$ cat src/rtl/uart_pkg.sv
// uart_pkg: shared byte width and capture FSM encodings for the uart receive path
package uart_pkg;
  localparam int BYTE_W = 8;
  typedef enum logic [1:0] {IDLE = 2'd0, ACK = 2'd1, WAIT = 2'd2} cap_state_t;
endpackage

$ cat src/rtl/uart_sync_fifo.sv
// uart_sync_fifo: first-word-fall-through synchronous FIFO with wrapping AW+1 bit pointers
module uart_sync_fifo
  import uart_pkg::*;
#(
  parameter int DEPTH = 16,
  parameter int AW    = 4,
  parameter int W     = BYTE_W
) (
  input  logic         clk,
  input  logic         rst_n,
  input  logic         wr_en,
  input  logic [W-1:0] wr_data,
  input  logic         rd_en,
  output logic [W-1:0] rd_data,
  output logic [AW:0]  count,
  output logic         full,
  output logic         empty
);
  logic [AW:0]  wr, rd;
  logic [W-1:0] mem [DEPTH];
  assign empty   = wr == rd;
  assign full    = (wr[AW] != rd[AW]) && (wr[AW-1:0] == rd[AW-1:0]);
  assign count   = wr - rd;
  assign rd_data = mem[rd[AW-1:0]];
  // pointers advance on accepted push/pop; a pop on an empty FIFO is ignored
  always_ff @(posedge clk or negedge rst_n)
    if (!rst_n) begin
      wr <= '0;
      rd <= '0;
    end else begin
      if (wr_en) wr <= wr + (AW+1)'(1);
      if (rd_en && !empty) rd <= rd + (AW+1)'(1);
    end
  // storage is not reset; only slots between the pointers are ever read
  always_ff @(posedge clk)
    if (wr_en) mem[wr[AW-1:0]] <= wr_data;
endmodule

$ cat src/rtl/uart_rx_fifo.sv
// uart_rx_fifo: acks uart bytes and buffers them in a FWFT FIFO; UART_RXF_OVR_CNT_EN adds ovr_cnt
module uart_rx_fifo
  import uart_pkg::*;
#(
  parameter int DEPTH = 16,
  parameter int AW    = 4
) (
  input  logic              clk_50m,
  input  logic              rst_n,
  input  logic              uart_rdy,
  input  logic [BYTE_W-1:0] uart_dout,
  output logic              uart_rdy_clr,
  output logic [BYTE_W-1:0] m_data,
  output logic              m_valid,
  input  logic              m_ready,
  output logic [AW:0]       count,
  output logic              full,
  output logic              overrun,
  input  logic              ovr_clr
`ifdef UART_RXF_OVR_CNT_EN
  ,
  output logic [7:0]        ovr_cnt
`endif
);
  cap_state_t state, state_n;
  logic capture, pop, drop, empty;
  assign capture = (state == IDLE) && uart_rdy;
  assign pop     = m_valid && m_ready;
  assign drop    = capture && full && !pop;
  assign m_valid = !empty;
  // capture once on rdy, ack for one cycle, then wait for the uart to drop rdy
  always_comb begin
    state_n = IDLE;
    state_n = (state == IDLE) ? (uart_rdy ? ACK : IDLE) :
              (state == ACK)  ? WAIT :
              (uart_rdy ? WAIT : IDLE);
  end
  // state register with the ack pulse registered alongside it
  always_ff @(posedge clk_50m or negedge rst_n)
    if (!rst_n) begin
      state        <= IDLE;
      uart_rdy_clr <= 1'b0;
    end else begin
      state        <= state_n;
      uart_rdy_clr <= state_n == ACK;
    end
  // sticky overrun flag; a drop in the same cycle as a clear wins
  always_ff @(posedge clk_50m or negedge rst_n)
    if (!rst_n) overrun <= 1'b0;
    else overrun <= drop || (overrun && !ovr_clr);
`ifdef UART_RXF_OVR_CNT_EN
  // saturating count of dropped bytes; clear together with a drop loads one
  always_ff @(posedge clk_50m or negedge rst_n)
    if (!rst_n) ovr_cnt <= 8'd0;
    else if (ovr_clr) ovr_cnt <= {7'd0, drop};
    else if (drop && ovr_cnt != 8'hFF) ovr_cnt <= ovr_cnt + 8'd1;
`endif
  uart_sync_fifo #(.DEPTH(DEPTH), .AW(AW), .W(BYTE_W)) u_fifo (
    .clk    (clk_50m),
    .rst_n  (rst_n),
    .wr_en  (capture && !drop),
    .wr_data(uart_dout),
    .rd_en  (pop),
    .rd_data(m_data),
    .count  (count),
    .full   (full),
    .empty  (empty)
  );
endmodule
$ cat config.mk
export PLATFORM = sky130hd
export DESIGN_NAME = uart_rx_fifo
export DESIGN_NICKNAME = d
export VERILOG_FILES = /design/src/rtl/uart_pkg.sv /design/src/rtl/uart_sync_fifo.sv /design/src/rtl/uart_rx_fifo.sv
export SDC_FILE = /design/constraint.sdc
export NUM_CORES = 1
export LEC_CHECK = 0
export CAP_MARGIN = 20
export CORE_UTILIZATION = 34
export CTS_BUF_LIST = sky130_fd_sc_hd__clkbuf_8
export CTS_CLUSTER_DIAMETER = 40
export DETAILED_ROUTE_END_ITERATION = 6
export RECOVER_POWER = 50
export SLEW_MARGIN = 20
export SYNTH_ARGS = -nofsm -noshare
export SYNTH_HDL_FRONTEND = slang
export SYNTH_SLANG_ARGS = --single-unit
$ cat constraint.sdc
create_clock -name clk_50m -period 3.16 [get_ports clk_50m]
set_input_delay 0.632 -clock clk_50m [delete_from_list [all_inputs] [get_ports clk_50m]]
set_output_delay 0.632 -clock clk_50m [all_outputs]
set_load 0.01 [all_outputs]
==> run metrics, run 1 <==
status=complete, no violations; CP arrival=2.45 ns; RR Endpoint=u_fifo.mem[11][4]; DR iter-0 viols=roughly 240; Min Clock Period, post-route=3.08 ns; Comb pwr share=37.9%; Synth top area share=between 60% and 70%; grt ovf=0; CTS tree=yes; ranking of synthesized cells by area=edfxtp_1, mux4_2, dfrtp_1; die area=0.0177 mm²; Slowest cell on crit path=mux4_2; Antenna Cells=0; largest family of logic cells by synthesized area=multiplexers; Setup CP Type=flip-flop to output port; Crit Path Max Fanout=12; crit path cell chain=buf_12, buf_4, mux4_2, o21ai_1, o21ai_0, dlygate4sd2_1; unrepaired setup endpoints after global routing=false; CP startpoint=u_fifo.rd[0]; Seq cells post-synth=~140; max_slew headroom=around 56%; Port Buffers=29; Via Count=approximately 2900; CTS sink count=about 140; Cell Rows=47; post-synthesis xor/xnor area fraction=1.93%; Detail Route Antenna Nets=0; Die Width=133 µm; commonest cells in the synthesized netlist=edfxtp_1, mux2i_1, mux4_2; final setup violation count=0; post-synth cell types=39; Synth Area in Compound Gates=around 3.7%; Critical Path Source Type=flip-flop; Simple-Gate Fraction of Synth Area=under 10%; pin count of the biggest net entering global routing=25; skew final=just over 0.008 ns; final wirelength=between 10000 and 15000 µm; flop2flop setup slack=around 0.53 ns; worst r2r src=u_fifo.rd[3]; initial antenna violation count=0; die height=133 µm; sink of the worst hold path=uart_rdy_clr; Clock power frac=24.7%; Pint=0.00437 W; hold path startpoint=state[1]; detailed-router iteration count before antenna repair=4; total track usage=~14%; drt via density=just under 5; CORE AREA=roughly 0.017 mm²; DR DRC count=0; Final Hold Vio Count=0; Detail Placement HPWL=~7000 µm; Post-Syn Instances=between 300 and 400; mux contribution to synthesized area=13.6%; cell family with most CP delay=buffers and inverters; Fillers=approximately 1500; Root Driver=clkbuf_8; gpl congestion=between 0.7 and 0.8; Yosys top cell by area=edfxtp_1; Final Power=about 0.0063 W; critical path's largest stage delay=between 0.5 and 0.6 ns; Post-synth EDFFs=roughly 130; # IOs=30; fin. max-slew vios=0; Leakage Power=about 2.4 nW; vias in the first global route=between 3000 and 4000; # H-tree levels=4; post-cts hold buffer count=0; adder-cell share of the synthesized area=between 2 and 2.5%; Peak Freq=324 MHz; Buf/Inv on CP=3; PwrDens=between 900 and 1000 mW/mm²; dominant synthesized flop cell=edfxtp_1; Worst-path clk slew=roughly 0.080 ns; Cell Area, Synth=roughly 0.0058 mm²; Syn. warnings=0; clk buf depth=2; Sequential Power Share=a little under two fifths; Avg Cell Area, Syn=slightly below 20 µm²; hold_ws=approximately 0.47 ns; layout overhead on the synthesized area=19.0%; CTS buffer count=17; Clk Latency, worst-skew pair=between 0.4 and 0.5 ns; count leader, synth=edfxtp_1; crit end category=output port; Initial Utilization=a little over a third; grt met1 use=around 18%; final worst path period share=97.5%; CP required=~2.5 ns; M3 GR Usage=between 3 and 4%; max-cap viol count=0; Routed wire per std cell=between 15 and 20 µm; path category of the worst min-delay check=flip-flop to flip-flop; post-place setup slack=between 0.3 and 0.4 ns; Final WS setup=between 0.07 and 0.08 ns; share of synthesized registers carrying an async set or reset=about a tenth; TNS Setup=0 ns; Levels on crit path=6; hold path depth=1; VDD IR-drop max=approximately 1100 µV; Layout Nets=between 300 and 400; Worst-Margin Slew=0.653 ns; Sw Ratio=a little under a third; register area share after synthesis=a little under three quarters; GR peak layer=met2; Synth Net Count=327; first-pass GRT wire length=about 18000 µm; layout cells sized above 1=between 20% and 30%; NetSw=0.00197 W; met2 usage=a little over a fifth; Reg2Reg Depth=5
## routing by layer
metal  part of all wire [%]  up-vias
li1                       -     1332
met1                     44     1496
met2                     49       69
met3                    4.8       16
met4                    1.6        0
met5                      0        -
## final cells by class
type / instances / area (µm²) / area share, %
clock buffer: 17 / 234 / 3.37
clock inverter: 15 / 201 / 2.90
inverter: 8 / 30.0 / 0.432
multi-input combinational: 138 / 1520 / 21.9
sequential: 142 / 4200 / 60.4
tap: 220 / 275 / 3.96
timing repair buffer: 50 / 493 / 7.09
## state kept, by name (all words and copies together), names as in the netlist
register and cells:
u_fifo.mem 128, u_fifo.rd 5, uart_rdy_clr 1, u_fifo.wr 5, state 2, overrun 1
## metrics by stage
step                instances  util (%)  area [µm²]
floorplan                 304         -        5840
global placement          546      38.2        6370
global route              590      41.6        6950
finish                    590      41.6        6950
CTS                       584      41.3        6890
detailed placement        546      38.2        6370
## worst register-to-register path, cell delays in order, from the launching register on
cell	delay, ns
dfrtp_1	0.40
inv_1	0.26
ha_1	0.34
nand4_1	0.14
o31a_1	0.48
and4b_1	0.64
## placed cells by master, fill, tap and decap left out, types with 2 or more instances in the layout
master | Yosys | layout
edfxtp_1 | 128 | 128
mux4_2 | 24 | 24
mux2i_1 | 24 | 23
clkbuf_8 | 0 | 17
buf_4 | 0 | 17
dfrtp_1 | 14 | 12
o21ai_0 | 11 | 11
clkdlybuf4s50_1 | 0 | 10
dlygate4sd3_1 | 0 | 10
ha_1 | 9 | 9
inv_1 | 8 | 8
xnor2_1 | 8 | 8
o21ai_1 | 8 | 8
nor3b_1 | 5 | 6
nand2_1 | 6 | 6
a221oi_1 | 8 | 5
bufinv_16 | 0 | 5
clkinv_2 | 0 | 4
dlygate4sd2_1 | 0 | 4
dlymetal6s2s_1 | 0 | 4
xor2_1 | 3 | 3
a221oi_2 | 0 | 3
nand4_1 | 3 | 3
and4b_2 | 3 | 3
and3_1 | 3 | 3
clkinv_1 | 0 | 3
a21o_1 | 2 | 2
nor2_1 | 2 | 2
and4_4 | 2 | 2
and4_2 | 2 | 2
buf_6 | 5 | 2
dfrtp_2 | 0 | 2
## worst max path at each step
stage	slack [ns]	end
after detailed placement	0.35	count[4]
after floorplan	0.36	u_fifo.mem[6][0]
after CTS	-0.03	m_data[2]
after global placement	0.37	count[4]
final	0.08	m_data[4]
after global routing	0.002	m_data[4]
## power groups by stage
stage	sequential [W]	clock [W]	combinational, W
CTS	0.00238	0.00160	0.00238
floorplan	0.00233	0	0.00153
global placement	0.00239	0	0.00229
detailed placement	0.00240	0	0.00230
finish	0.00238	0.00156	0.00240
global route	0.00240	0.00168	0.00260
## cells by family after synthesis
| logic type | Yosys count |
|---|---|
| xor gates and xnor gates | 12 |
| buffers and inverters | 24 |
| and+or+nand+nor | 34 |
| AOI/OAI and AO/OA | 33 |
| DFF | 142 |
| adders and majority gates | 10 |
| muxes | 49 |
## what timing repair did
| action | CTS | global route |
|---|---|---|
| setup buffers | 5 | 6 |
| endpoints found under the setup margin | 7 | 6 |
| cloned | 1 | 0 |
| gates resized for setup | 12 | 10 |
No activity file was read; power rests on OpenSTA's default activity.
==> inputs of run 2 (changes only) <==
--- a/config.mk
+++ b/config.mk
@@ -7,4 +7,5 @@
 export LEC_CHECK = 0
 export CAP_MARGIN = 20
+export CORE_MARGIN = 1
 export CORE_UTILIZATION = 34
 export CTS_BUF_LIST = sky130_fd_sc_hd__clkbuf_8
==> constraint.sdc (replaced) <==
create_clock -name clk_50m -period 3.16 [get_ports clk_50m]
set_input_delay 0.316 -clock clk_50m [delete_from_list [all_inputs] [get_ports clk_50m]]
set_output_delay 0.316 -clock clk_50m [all_outputs]
set_load 0.01 [all_outputs]
==> run metrics, run 2 (synthesized netlist as in run 1, its figures left out) <==
Clock power frac=a little under a quarter; status=complete, no violations; first-pass GRT wire length=17700 µm; Comb pwr share=between 30% and 40%; CTS buffer count=17; Peak Freq=between 300 and 400 MHz; Detail Route Antenna Nets=0; detailed-router iteration count before antenna repair=6; fin. max-slew vios=0; drt via density=between 4 and 5; Worst-path clk slew=approximately 0.08 ns; max_slew headroom=56.1%; Routed wire per std cell=roughly 19 µm; Sequential Power Share=about two fifths; Final Hold Vio Count=0; final setup violation count=0; most common cell after layout, fill and taps aside=edfxtp_1; Sw Ratio=between 30% and 40%; Die Width=133 µm; unrepaired setup endpoints after global routing=false; gpl congestion=0.754; post-cts hold buffer count=0; DR DRC count=0; CORE AREA=around 0.017 mm²; Detail Placement HPWL=just over 7000 µm; CTS tree=yes; TNS Setup=0 ns; Clk Latency, worst-skew pair=0.45 ns; CP required=~2.8 ns; crit end category=output port; number of gates resized after cts=0; pin count of the biggest net entering global routing=43; NetSw=approximately 0.0019 W; Post-CTS Setup Inserts=0; final worst path period share=a little over nine tenths; total track usage=approximately 14%; Root Driver=clkbuf_8; Post-Place Cells=between 500 and 600; Critical Path Source Type=flip-flop; layout overhead on the synthesized area=15.7%; Via Count=between 2000 and 3000; skew final=between 0.01 and 0.015 ns; Cell Rows=47; clk buf depth=2; Pint=0.00418 W; hold_ws=between 0.3 and 0.4 ns; die height=133 µm; Layout Nets=~370; Worst-Margin Slew=about 0.66 ns; met2 routed WL=5390 µm; PwrDens=901 mW/mm²; max-cap viol count=0; Min Clock Period, post-route=~3.0 ns; top sig layer=met4; Port Buffers=29; die area=0.0177 mm²; DRT met1 WL=roughly 5200 µm; layout cells sized above 1=a little under a fifth; final wirelength=approximately 11000 µm; DR iter-0 viols=162; Crit Path Max Fanout=4; VDD IR-drop max=848 µV; vias in the first global route=about 3000; # IOs=30; CTS sink count=roughly 140; max reg flops=roughly 130; Final WS setup=about 0.16 ns; initial antenna violation count=0; Initial Utilization=about a third; Leakage Power=~2.3 nW; Final Power=a little over 0.006 W; grt ovf=0; CP arrival=~2.7 ns; # H-tree levels=4; Antenna Cells=0; Setup CP Type=flip-flop to output port; post-place setup slack=0.626 ns; commonest cells after routing, fill and taps aside=edfxtp_1, mux4_2, mux2i_1; wire length on met3=496 µm; Post-Layout Cell Count=slightly below 600; path category of the worst min-delay check=primary input to async pin
[run 2: power by group through the flow]
stage / combinational (W) / sequential, W / clock (W)
floorplan: 0.00153 / 0.00233 / 0
global placement: 0.00228 / 0.00240 / 0
detailed placement: 0.00229 / 0.00241 / 0
CTS: 0.00232 / 0.00237 / 0.00150
global route: 0.00246 / 0.00239 / 0.00157
finish: 0.00225 / 0.00237 / 0.00146
[run 2: critical path: stages (launching register included)]
cell and delay, ns:
dfrtp_1 0.41, inv_1 0.16, ha_1 0.17, inv_1 0.06
fa_1 0.39, a21o_1 0.19, a21oi_1 0.16, xnor2_1 0.14
clkdlybuf4s50_1 0.55
[run 2: layout make-up]
cell class | count | area, µm²
multi-input combinational | 138 | 1490
inverter | 8 | 30.0
clock buffer | 17 | 234
sequential | 142 | 4200
fill | 1516 | 9940
clock inverter | 15 | 163
timing repair buffer | 38 | 370
tap | 220 | 275
[run 2: per-layer routing]
layer  up-vias  GRT usage (%)
met4         0           5.56
met5         -              0
li1       1311              -
met1      1504           18.0
met3        13           4.64
met2        58           21.8
[run 2: final timing paths]
path	from	end	slack [ns]	depth (start not counted)
worst max-delay path	u_fifo.wr[0]	count[4]	0.16	8
worst min-delay path	rst_n	u_fifo.wr[1]	0.33	1
worst max register to register	u_fifo.rd[3]	u_fifo.mem[6][7]	0.44	7
worst min register to register	state[0]	uart_rdy_clr	0.46	1
max in group asynchronous	rst_n	u_fifo.rd[0]	2.36	1
min in group clk_50m	ovr_clr	overrun	0.41	2
[run 2: through the flow]
step | instance area, µm² | utilization [%]
after floorplan | 5840 | -
after global placement | 6370 | 38.2
after detailed placement | 6370 | 38.2
after CTS | 6770 | 40.5
after global routing | 6760 | 40.5
final | 6760 | 40.5
==> inputs of run 3 (changes only) <==
- CORE_ASPECT_RATIO: default -> 1.25
- SLEW_MARGIN: 20 -> 10
==> run metrics, run 3 (synthesized netlist as in run 1, its figures left out) <==
status=complete, no violations; unrepaired setup endpoints after global routing=false; Die Width=~120 µm; RR Endpoint=u_fifo.mem[4][6]; Worst-path clk slew=~0.080 ns; Port Buffers=29; Root Driver=clkbuf_8; Final Hold Vio Count=0; Final WS setup=~0.17 ns; CTS buffer count=17; grt met1 use=between 10% and 20%; first-pass GRT wire length=~17000 µm; max-cap viol count=0; post-place setup slack=roughly 0.57 ns; Clk Latency, worst-skew pair=0.44 ns; grt ovf=0; max reg flops=128; layout cells sized above 1=a little over a fifth; DR DRC count=0; Setup CP Type=flip-flop to output port; pin count of the biggest net entering global routing=23; CP arrival=roughly 2.7 ns; hold_ws=between 0.3 and 0.4 ns; max_slew headroom=around 54%; final wirelength=11100 µm; Via Count=a little under 3000; final worst path period share=94.6%; gpl congestion=roughly 0.73; Critical Path Source Type=flip-flop; detailed-router iteration count before antenna repair=4; CTS tree=yes; Worst-Margin Slew=0.685 ns; final setup violation count=0; Reg2Reg Depth=7; Leakage Power=2.28 nW; DR iter-0 viols=220; # IOs=30; Detail Placement HPWL=7310 µm; Crit Path Max Fanout=4; # H-tree levels=4; Routed wire per std cell=19.2 µm; die height=149 µm; path category of the worst min-delay check=primary input to async pin; total track usage=roughly 13%; vias in the first global route=slightly above 3000; clk buf depth=2; CP required=2.84 ns; Peak Freq=roughly 330 MHz; crit end category=output port; initial antenna violation count=0; Fillers=1536; met2 usage=around a quarter; layout overhead on the synthesized area=15.4%; Initial Utilization=34.7%; final core occ=40.0%; Layout Nets=around 370; Min Clock Period, post-route=approximately 3.0 ns; PwrDens=roughly 900 mW/mm²; GR peak layer=met2; Detail Route Antenna Nets=0; drt via density=5.02; most common cell after layout, fill and taps aside=edfxtp_1; skew final=0.00917 ns; fin. max-slew vios=0; Cell Rows=53; commonest cells after routing, fill and taps aside=edfxtp_1, mux4_2, mux2i_1; worst r2r src=u_fifo.rd[3]; flop2flop setup slack=~0.5 ns; die area=0.0177 mm²; VDD IR-drop max=between 200 and 300 µV; CORE AREA=about 0.017 mm²; TNS Setup=0 ns; M3 GR Usage=2.38%; post-cts hold buffer count=0; Antenna Cells=0; CTS sink count=142
[run 3: cell count changes in the layout (fill, tap and decap cells not counted), sizes merged]
cell / delta
bufinv: -4
inv: +4
clkinvlp: +1
clkinv: -1
[run 3: layout make-up]
cell class / count / area [µm²] / share of cell area, %
clock inverters: 15 / 149 / 2.21
clock buffers: 17 / 234 / 3.47
inverters: 8 / 30.0 / 0.446
well taps: 220 / 275 / 4.08
multi-input cells: 138 / 1500 / 22.2
flip-flops and latches: 142 / 4200 / 62.3
repair buffers: 38 / 358 / 5.31
[run 3: worst max-delay path by stage]
stage / startpoint / endpoint / cells past startpoint
after global routing: u_fifo.rd[0] / m_data[7] / 5
after floorplan: u_fifo.rd[2] / u_fifo.mem[6][0] / 9
after detailed placement: u_fifo.rd[3] / u_fifo.mem[5][2] / 7
after CTS: u_fifo.wr[0] / count[4] / 8
final: u_fifo.wr[0] / count[4] / 8
after global placement: u_fifo.wr[0] / count[4] / 8
[run 3: critical path, stage by stage (launching register included)]
cell and delay [ns]:
dfrtp_1 0.43, inv_2 0.11, ha_1 0.15, inv_1 0.06
fa_1 0.39, a21o_1 0.19, a21oi_1 0.20, xnor2_1 0.15
clkdlybuf4s50_1 0.56
[run 3: layer usage]
metal / up-vias / part of all wire [%]
met3: 15 / 2.4
li1: 1311 / -
met2: 51 / 54
met1: 1522 / 42
met5: - / 0
met4: 0 / 1.5
[run 3: per-stage QoR]
step	instances	total power (W)	area [µm²]
2_1_floorplan	304	0.00386	5840
4_1_cts	578	0.00604	6740
5_1_grt	578	0.00627	6740
6_report	578	0.00596	6740
3_3_place_gp	546	0.00463	6360
3_5_place_dp	546	0.00467	6360
[run 3: power breakdown]
part           internal [W]  switching (W)
Sequential          0.00222       0.000171
Combinational       0.00112        0.00109
Clock              0.000586       0.000779
[run 3: repair_timing]
action | 4_1_cts | 5_1_grt
gates resized for setup | 0 | 1
buffers inserted | 0 | 0
endpoints found under the setup margin | 0 | 1
